**src/rtl/nco_sweep_ctrl.sv**
```systemverilog
// Stepped linear frequency sweep generator feeding the NCO phase-increment
// and frequency-modulation inputs; single-shot or continuous, with abort.
module nco_sweep_ctrl #(
   parameter int apr  = 32,
   parameter int aprf = 32,
   parameter int dwc  = 16
) (
   input  logic            clk,
   input  logic            reset_n,
   input  logic            clken,
   input  logic            start,
   input  logic            abort,
   input  logic            cont,
   input  logic [apr-1:0]  f_start,
   input  logic [apr-1:0]  f_stop,
   input  logic [apr-1:0]  f_step,
   input  logic [dwc-1:0]  dwell,
   input  logic [aprf-1:0] fm_i,
   output logic [apr-1:0]  phi_inc_o,
   output logic [aprf-1:0] freq_mod_o,
   output logic            busy,
   output logic            step_o,
   output logic            done
);

   typedef enum logic [1:0] {IDLE = 2'd0, DWELL = 2'd1, DONE = 2'd2} state_t;

   state_t          state_reg, state_next;
   logic [apr-1:0]  phi_reg, phi_next;
   logic [dwc-1:0]  dwell_cnt_reg, dwell_cnt_next;
   logic            busy_reg, busy_next;
   logic            step_reg, step_next;
   logic            done_reg, done_next;
   logic            load;
   logic [aprf-1:0] fm_reg;

   logic [apr-1:0]  f_start_s, f_stop_s, f_step_s;
   logic [dwc-1:0]  dwell_s;
   logic            cont_s;

   logic [apr:0]    sum;
   logic [apr-1:0]  sat;
   logic            at_end;

   // One extra bit on the sum so an overflowing step saturates at f_stop instead of wrapping.
   assign sum    = {1'b0, phi_reg} + {1'b0, f_step_s};
   assign sat    = (sum >= {1'b0, f_stop_s}) ? f_stop_s : sum[apr-1:0];
   assign at_end = (phi_reg >= f_stop_s) || (f_step_s == '0);

   always_ff @(posedge clk or negedge reset_n) begin
      if (!reset_n) begin
         state_reg     <= IDLE;
         phi_reg       <= '0;
         dwell_cnt_reg <= '0;
         busy_reg      <= 1'b0;
         step_reg      <= 1'b0;
         done_reg      <= 1'b0;
         fm_reg        <= '0;
         f_start_s     <= '0;
         f_stop_s      <= '0;
         f_step_s      <= '0;
         dwell_s       <= '0;
         cont_s        <= 1'b0;
      end else begin
         // Pulses clear on every clock edge so they stay one clk wide even when gated.
         step_reg <= 1'b0;
         done_reg <= 1'b0;
         if (clken) begin
            state_reg     <= state_next;
            phi_reg       <= phi_next;
            dwell_cnt_reg <= dwell_cnt_next;
            busy_reg      <= busy_next;
            step_reg      <= step_next;
            done_reg      <= done_next;
            fm_reg        <= fm_i;
            if (load) begin
               f_start_s <= f_start;
               f_stop_s  <= f_stop;
               f_step_s  <= f_step;
               dwell_s   <= dwell;
               cont_s    <= cont;
            end
         end
      end
   end

   always_comb begin
      state_next     = state_reg;
      phi_next       = phi_reg;
      dwell_cnt_next = dwell_cnt_reg;
      busy_next      = busy_reg;
      step_next      = 1'b0;
      done_next      = 1'b0;
      load           = 1'b0;
      case (state_reg)
         IDLE: begin
            if (start && !abort) begin
               load           = 1'b1;
               phi_next       = f_start;
               dwell_cnt_next = dwell;
               busy_next      = 1'b1;
               state_next     = DWELL;
            end
         end
         DWELL: begin
            if (abort) begin
               busy_next  = 1'b0;
               state_next = IDLE;
            end else if (dwell_cnt_reg != '0) begin
               dwell_cnt_next = dwell_cnt_reg - 1'b1;
            end else if (at_end) begin
               if (cont_s) begin
                  phi_next       = f_start_s;
                  dwell_cnt_next = dwell_s;
                  step_next      = 1'b1;
               end else begin
                  done_next  = 1'b1;
                  busy_next  = 1'b0;
                  state_next = DONE;
               end
            end else begin
               phi_next       = sat;
               dwell_cnt_next = dwell_s;
               step_next      = 1'b1;
            end
         end
         DONE: begin
            busy_next  = 1'b0;
            state_next = IDLE;
         end
         default: begin
            state_next = IDLE;
         end
      endcase
   end

   assign phi_inc_o  = phi_reg;
   assign freq_mod_o = fm_reg;
   assign busy       = busy_reg;
   assign step_o     = step_reg;
   assign done       = done_reg;

endmodule

```
**config.mk**
```make
export PLATFORM = sky130hd
export DESIGN_NAME = nco_sweep_ctrl
export DESIGN_NICKNAME = d
export VERILOG_FILES = /design/src/rtl/nco_sweep_ctrl.sv
export SDC_FILE = /design/constraint.sdc
export NUM_CORES = 1
export LEC_CHECK = 0
export BUFFER_PORTS_ARGS = -buffer_cell sky130_fd_sc_hd__buf_2
export CAP_MARGIN = 20
export CORE_MARGIN = 2
export CORE_UTILIZATION = 43
export CTS_CLUSTER_SIZE = 10
export DETAILED_ROUTE_END_ITERATION = 8
export GPL_TIMING_DRIVEN = 1
export PLACE_DENSITY = 0.76
export SETUP_SLACK_MARGIN = 0.05
export SLEW_MARGIN = 20
export SYNTH_ARGS = -nofsm -noshare
export SYNTH_HDL_FRONTEND = slang
export SYNTH_SLANG_ARGS = --single-unit
```
**constraint.sdc**
```tcl
create_clock -name clk -period 6.14 [get_ports clk]
set_input_delay 0.921 -clock clk [delete_from_list [all_inputs] [get_ports clk]]
set_output_delay 0.921 -clock clk [all_outputs]
set_load 0.005 [all_outputs]
```
After elaboration in Yosys (flattened, before gate mapping):

Index checks and enable logic that the tools add are counted.

* add/subtract/negate cells: 2
* order comparisons: 2
* equal/unequal tests: 10
* mux-type cells: 39
* reductions and logical operators: 13

Operators with widths (count)
* 2-to-1 mux 32 bit: 6
* 2-to-1 mux 16 bit: 5
* one-hot mux 32 bit (2 select lines): 1
* adder 32 x 32 -> 33 bit: 1
* >= comparator 33 x 32 -> 1 bit: 1
* >= comparator 32 bit: 1
* logical NOT 32 bit: 1
* one-hot mux 16 bit (2 select lines): 1
* 2-to-1 mux 1 bit: 19
* nonzero test 16 bit: 1
* subtractor 16 x 1 -> 16 bit, second input constant: 1
* != test 3 bit, second input constant: 4
* AND reduction 6 bit: 2
* 2-to-1 mux 2 bit: 5
* AND reduction 5 bit: 2
* != test 2 bit, second input constant: 3
* != test 4 bit, second input constant: 1
* one-hot mux 2 bit (2 select lines): 1
* one-hot mux 1 bit (3 select lines): 1
* nonzero test 3 bit: 1
* equality test 2 x 1 -> 1 bit, second input constant: 1
* equality test 2 bit, second input constant: 1
* logical NOT 2 bit: 1
* AND reduction 2 bit: 1
* 4 further kinds: 4

* register bits: 198
* input port bits: 150
* output and inout port bits: 67
* word-level logic and storage cells: 78

Logic depth before layout (Yosys ltp):

Gate-level depths: netlist of the first run.

* depth after elaboration: 7
* gate-level depth with buffers: 22
* depth with buffers taken out: 19

Least setup slack after synthesis of the first run:

OpenSTA, ideal clock, no wires.

* path kind: reg2reg
* start: register phi_reg[0], in the netlist phi_inc_o[0]
* end: register phi_reg[3], in the netlist phi_inc_o[3]
* library setup time: 0.130 ns
* arrival: 4.218 ns
* required time: 6.010 ns
* path slack: 1.792 ns
* cell stages (with the launch flop): 22
* path buffers: 2
* clock period less this slack: 4.348 ns
* path through: dfrtp_1 ha_1 fa_1 a211oi_1 o211ai_1 a21oi_1 o21ai_2 a21oi_1 mux2i_1 and2_1 ha_1 a211oi_1 o21ai_0 nand2b_1 nand4_1 a2111oi_4 buf_6 buf_6 mux2i_1 nor2_1 a21oi_1 o21ai_1

* longest elaborated chain between the ends: 7
* elaborated cells on any way between the ends: 11
* classes of those cells: add/sub: 1; order compare: 2; eq/ne: 1; mux: 5; reduce/logical: 2

RTL lines
* start: declaration: line 29 `logic [apr-1:0] phi_reg, phi_next;`
* start signal: assignment: line 70 `phi_reg <= phi_next;`
* adder 32 x 32 -> 33 bit: line 46 `assign sum = {1'b0, phi_reg} + {1'b0, f_step_s};`
* >= comparator 33 x 32 -> 1 bit: line 47 `assign sat = (sum >= {1'b0, f_stop_s}) ? f_stop_s : sum[apr-1:0];`
* 2-to-1 mux 32 bit: line 47
* 2-to-1 mux 32 bit: line 111 `end else if (at_end) begin`
* 2-to-1 mux 32 bit: line 109 `end else if (dwell_cnt_reg != '0) begin`
* 2-to-1 mux 32 bit: line 106 `if (abort) begin`
* one-hot mux 32 bit (2 select lines): line 95 `case (state_reg)`

Several ways; a longest one is shown, not always the timed one. The select of a mux whose other input is x is not followed.
A chain may end at the register's enable or synchronous reset.

Worst setup path in the final report of the first run:

* start: register phi_reg[0], in the netlist phi_inc_o[0]
* end: register phi_reg[31], in the netlist phi_inc_o[31]

The elaborated chain is that of the path after synthesis.

==> results of run 1 <==
[worst min path at each step]
stage | cells after the start | to | slack [ns]
4_1_cts | 2 | f_start_s[27] | 0.49
6_report | 2 | f_start_s[27] | 0.49
3_5_place_dp | 2 | f_start_s[27] | 0.47
5_1_grt | 1 | f_start_s[0] | 0.52
2_1_floorplan | 2 | f_start_s[24] | 0.45
3_3_place_gp | 2 | f_start_s[24] | 0.46
[cells by family (layout without fill, tap and decap cells)]
group / after synthesis / count (layout)
and+or+nand+nor: 299 / 299
DFF: 198 / 198
adders and majority gates: 102 / 102
AOI/OAI and AO/OA: 310 / 310
other: 0 / 4
muxes: 169 / 169
xor gates and xnor gates: 37 / 37
buffers and inverters: 107 / 308
[worst max-delay path: cells and delay by family, from the launching register on]
kind | cells | cell delay, ns
and+or+nand+nor | 3 | 0.42
buffers and inverters | 1 | 0.56
DFF | 1 | 0.41
xor gates and xnor gates | 1 | 0.21
AOI/OAI and AO/OA | 10 | 2.60
adders and majority gates | 3 | 1.00
[placed cells by master (no fill, tap or decap), drive strengths merged, types with 7 or more instances in the layout]
master  instances
a211oi         17
a21o           24
a21oi         109
a31oi           8
and2            8
and3           13
buf           228
clkbuf         18
dfrtp         198
ha            101
inv            54
mux2          141
mux2i          28
nand2          83
nand3          12
nand4          20
nor2           83
nor2b           9
nor3           16
nor3b          18
nor4           14
o211ai          9
o21ai          83
o21bai          7
xnor2          21
xor2           16
[where the power goes]
part / leakage, nW / switching, W / total, W / internal, W
sequential: 2.36 / 0.000527 / 0.00237 / 0.00184
clock: 0.267 / 0.000561 / 0.00113 / 0.000570
combinational: 4.01 / 0.00363 / 0.00628 / 0.00265
[per-stage QoR]
step	setup WS (ns)	power (W)	utilization (%)	hold slack (ns)	std cells
6_report	0.800	0.00978	51.1	0.486	1805
3_3_place_gp	0.999	0.00842	49.1	0.463	1771
2_1_floorplan	1.79	0.00697	-	0.450	1222
5_1_grt	0.382	0.0107	51.1	0.520	1801
4_1_cts	0.846	0.00975	51.1	0.491	1801
3_5_place_dp	0.855	0.00857	49.1	0.473	1771
[layout make-up]
cell class	instances	area (um2)
clock buffers	17	425
clock inverters	13	143
multi-input cells	917	6910
fillers	2570	13700
inverters	49	184
repair buffers	229	1190
flip-flops and latches	198	4950
well taps	378	473
diodes	4	10.0
[per-layer routing]
layer | wire [um] | share of wire [%] | up-vias
met5 | 46 | 0.13 | -
met4 | 1090 | 3.2 | 8
met3 | 2280 | 6.6 | 74
met2 | 16300 | 47 | 330
met1 | 14700 | 43 | 4955
li1 | - | - | 4840
==> impl_metrics.ini, run 1 <==
[cts]
cts_max_level = 4
cts_tree = built
post_cts_resize_count = 0
clk_latency_ns = 0.46
post_cts_buffers = 0
ctsHoldBuffers = 0
cts_buffer_depth = 2
cts_made_buffers = 17
cts-root-buf = clkbuf_16
clk_pin_slew_worst_paths_ns = 0.08
cts_sinks = 198

[placement]
detailed_place_hpwl_um = 25900
port_buffers = 216
place.gp.congestion = 0.911
placed_area_um2 = 13700

[synthesis]
syn_inst = 1222
synth_compound_area_share_pct = 15.8
synthArstFlopShare_pct = 100
synth_common_cells = dfrtp_1, mux2_2, a21oi_1
synth_mux_area_share_pct = 15.2
synthAdderAreaFrac_pct = 10.5
yosysSeqAreaShare_pct = 40.4
synth_xor_area_share_pct = 2.64
synth_top_area_share_pct = 40.4
synth_ff_type = dfrtp_1
synth_area_leaders = dfrtp_1, mux2_2, ha_1
yosys.area_share.simple_pct = 12.0
yosysMostFrequentCell = dfrtp_1
synth.largest_area_cell = dfrtp_1
synth-seq-cells = 198
synth_edf_count = 0
synth_top_family_by_area = compound AO/OA/AOI/OAI gates
synth_cell_types = 63
postSynthNetCount = 1474
synth_area_um2 = 12300
yosysWarnings = 0
synth_area_per_cell_um2 = 10.0

[grt]
top_usage_layer = met2
grt_max_degree = 93
grt_first_pass_wirelength_um = 55500
gr-usage-all-layers_pct = 23.3
grt_use_met1_pct = 28.7
overflow = 0
grtUsageMet3_pct = 6.27
antenna_found_initial = 8
use_met2_pct = 39.1
grt_pass1_vias = 10533

[setup_path]
cp-startpoint = phi_inc_o[0]
path_max_fanout = 47
worstPathRequired_ns = 6.47
worstPathArrival_ns = 5.67
reg2reg_depth = 18
start_kind = flip-flop
critical_path.endpoint = phi_inc_o[31]
rrSetupSlack_ns = 0.80
max_stage_delay_ns = 0.56
path_cells = ha_1, fa_1, a211oi_1, o211ai_1, a211oi_1, o211ai_1, a41oi_1, xnor2_1, ha_1, a211oi_1, o21ai_0, nand2b_1, nand4_1, a2111oi_4, buf_4, or3_1, o211ai_1, a221o_1
worstReg2RegEnd = phi_inc_o[31]
end_kind = flip-flop
reg2reg_from = phi_inc_o[0]
crit_type = flip-flop to flip-flop
worst_path_max_delay_cell = buf_4

[floorplan]
ioPinCount = 217
die_y_um = 173
die_area_um2 = 29900
initial_core_util_pct = 43.9
rows = 61
core_um2 = 27900
chipWidth_um = 173

[drt]
final_antenna_net_count = 0
vias = 10207
remaining_drc_errors = 0
viasPerCell = 5.65
avgRoutedWirePerCell_um = 19.1
drtIter0Drc = 597
drt-pass1-iter-count = 5
routed_wl_um = 34400

[sta]
setup_violations = 0
max_freq_mhz = 187
max-slew-margin-rel_pct = 38.3
worstMarginPinSlew_ns = 0.925
post-route-period-util_pct = 87.0
fin_crit_ns = 5.34
tns_ns = 0
skew_ns = 0.0159
finalHoldViolations = 0
maxSlewViolCount = 0
rsz0062_at_grt = false

[finish]
post-route-cell-area_um2 = 14300
num-nets-final = 1664
syn2layout_area_growth_pct = 16.4
drive_above_1_share_pct = 29.2

[hold_path]
min_from = f_start_s[27]
hp-class = flip-flop to flip-flop

[run]
cap_viol_max_count = 0

[pwr]
power_density_nw_per_um2 = 685
p_leak_nw = 6.64
ir_drop_uv = 507

[outcome]
status = finished clean
Power figures use the tool's default switching activity.
==> run 2, diff against run 1 <==
--- a/config.mk
+++ b/config.mk
@@ -9,10 +9,12 @@
 export CAP_MARGIN = 20
 export CORE_MARGIN = 2
 export CORE_UTILIZATION = 43
+export CTS_BUF_LIST = sky130_fd_sc_hd__clkbuf_4
 export CTS_CLUSTER_SIZE = 10
 export DETAILED_ROUTE_END_ITERATION = 8
 export GPL_TIMING_DRIVEN = 1
 export PLACE_DENSITY = 0.76
+export RECOVER_POWER = 50
 export SETUP_SLACK_MARGIN = 0.05
 export SLEW_MARGIN = 20
 export SYNTH_ARGS = -nofsm -noshare
==> run 2 against run 1 <==
Largest cell class unchanged. Design area fell by 2.1%. Clock skew rose by 0.036 ns. Setup slack improved by 0.070 ns. Clock power fell by 37%. Global-route usage fell by 0.31 points. Count of clock-buffer cells in the layout did not move. Non-clock buffer count did not move. Wire length fell by 1.5%. Register-to-register slack improved by 0.07 ns. The run now ends with capacitance limit, slew limit left.
==> impl_metrics.ini, run 2 (synthesized netlist as in run 1, its figures left out) <==
[drt]
avgRoutedWirePerCell_um = 18.8
viasPerCell = 5.63
final_antenna_net_count = 0
vias = 10170
drtIter0Drc = 672
drt-pass1-iter-count = 5
remaining_drc_errors = 0
routed_wl_um = 33900

[finish]
num-nets-final = 1664
drive_above_1_share_pct = 29.0
final_cell_mix = buf_2, dfrtp_1, mux2_2
final_common_cell = buf_2
syn2layout_area_growth_pct = 14.0

[cts]
post_cts_buffers = 0
clk_latency_ns = 0.65
clk_pin_slew_worst_paths_ns = 0.21
cts_made_buffers = 17
cts_max_level = 4
cts_tree = built
post_cts_resize_count = 0
cts_sinks = 198
ctsHoldBuffers = 0
cts-root-buf = clkbuf_4
cts_buffer_depth = 2

[setup_path]
rrSetupSlack_ns = 0.87
reg2reg_from = phi_inc_o[0]
worst_path_max_delay_cell = buf_4
reg2reg_depth = 18
worstPathRequired_ns = 6.64
critPathTopFamily = compound AO/OA/AOI/OAI gates
path_cells = ha_1, fa_1, a211oi_1, o211ai_1, a211oi_1, o211ai_1, a41oi_1, xnor2_1, ha_1, a211oi_1, o21ai_0, nand2b_1, nand4_1, a2111oi_4, buf_4, or3_1, o211ai_1, a221o_1
path_max_fanout = 47
worst-path-buf-inv = 1
end_kind = flip-flop
crit_type = flip-flop to flip-flop
crit_cells = 18
max_stage_delay_ns = 0.56
start_kind = flip-flop
worstPathArrival_ns = 5.77
worstReg2RegEnd = phi_inc_o[31]

[pwr]
p_int_w = 0.00470
ir_drop_uv = 501
p_leak_nw = 6.50
clock_power_share_pct = 7.6
p_switching_w = 0.00464
power_density_nw_per_um2 = 668
switching_share_pct = 49.7
p_seq_share_pct = 25.3
comb_power_share_pct = 67.1

[grt]
grt_max_degree = 93
grt_pass1_vias = 10465
overflow = 0
antenna_found_initial = 9
gr-usage-all-layers_pct = 23.0
grt_first_pass_wirelength_um = 54900

[run]
cap_viol_max_count = 2

[sta]
max-slew-margin-rel_pct = -190
max_freq_mhz = 190
fin_crit_ns = 5.27
post-route-period-util_pct = 85.8
skew_ns = 0.0518
finalHoldViolations = 0
hold_ws_ns = 0.485
maxSlewViolCount = 129
rsz0062_at_grt = false
tns_ns = 0
setup_violations = 0
worstMarginPinSlew_ns = 4.35

[outcome]
violations = capacitance limit, slew limit
status = complete, but fails checks

[floorplan]
die_area_um2 = 29900
initial_core_util_pct = 43.9
core_um2 = 27900
chipWidth_um = 173
ioPinCount = 217
rows = 61
die_y_um = 173

[placement]
port_buffers = 216
detailed_place_hpwl_um = 25900
place.gp.congestion = 0.911

[hold_path]
min_from = fm_i[21]
min_path_cells = 2
hp-class = input pin to flip-flop
hold_end = freq_mod_o[21]
-- run 2: cell type report --
type                       count  area, um2
inverter                      49        184
fill                        2607      14000
clock inverter                13        143
clock buffer                  17        128
multi-input combinational    917       6910
tap                          378        473
timing repair buffer         229       1180
antenna                        5       12.5
sequential                   198       4950
-- run 2: worst register-to-register path: stages (launching register included) --
cell	delay, ns
dfrtp_1	0.43
ha_1	0.24
fa_1	0.44
a211oi_1	0.32
o211ai_1	0.18
a211oi_1	0.47
o211ai_1	0.27
a41oi_1	0.29
xnor2_1	0.20
ha_1	0.30
a211oi_1	0.21
o21ai_0	0.11
nand2b_1	0.09
nand4_1	0.14
a2111oi_4	0.29
buf_4	0.56
or3_1	0.19
o211ai_1	0.09
a221o_1	0.34
-- run 2: power groups by stage --
stage	Sequential, W	Combinational (W)	Clock, W
3_3_place_gp	0.00236	0.00605	0
3_5_place_dp	0.00239	0.00618	0
5_1_grt	0.00244	0.00698	0.000799
2_1_floorplan	0.00220	0.00477	0
6_report	0.00236	0.00626	0.000713
4_1_cts	0.00236	0.00622	0.000742
-- run 2: how the worst max path moves through the flow --
stage	startpoint	endpoint	slack, ns
after CTS	phi_inc_o[0]	phi_inc_o[31]	0.83
after detailed placement	phi_inc_o[0]	phi_inc_o[31]	0.86
after global placement	phi_inc_o[0]	phi_inc_o[31]	1.0
final	phi_inc_o[0]	phi_inc_o[31]	0.87
after global routing	reset_n	f_step_s[4]	0.29
after floorplan	phi_inc_o[0]	phi_inc_o[3]	1.79
-- run 2: metrics by stage --
stage	utilization, %	power (W)	area (um2)	cells	setup slack [ns]
after CTS	50.0	0.00932	14000	1801	0.833
after global placement	49.1	0.00842	13700	1771	0.999
final	50.0	0.00934	14000	1806	0.870
after detailed placement	49.1	0.00857	13700	1771	0.855
after global routing	50.0	0.0102	14000	1802	0.287
after floorplan	-	0.00697	12300	1222	1.79
-- run 2: routing by layer --
metal  track usage [%]  wire (um)  up-vias
met1              28.7      14500     4909
li1                  -          -     4840
met2              38.5      16000      348
met4              8.51       1080        8
met5                 0         48        -
met3              5.89       2300       65
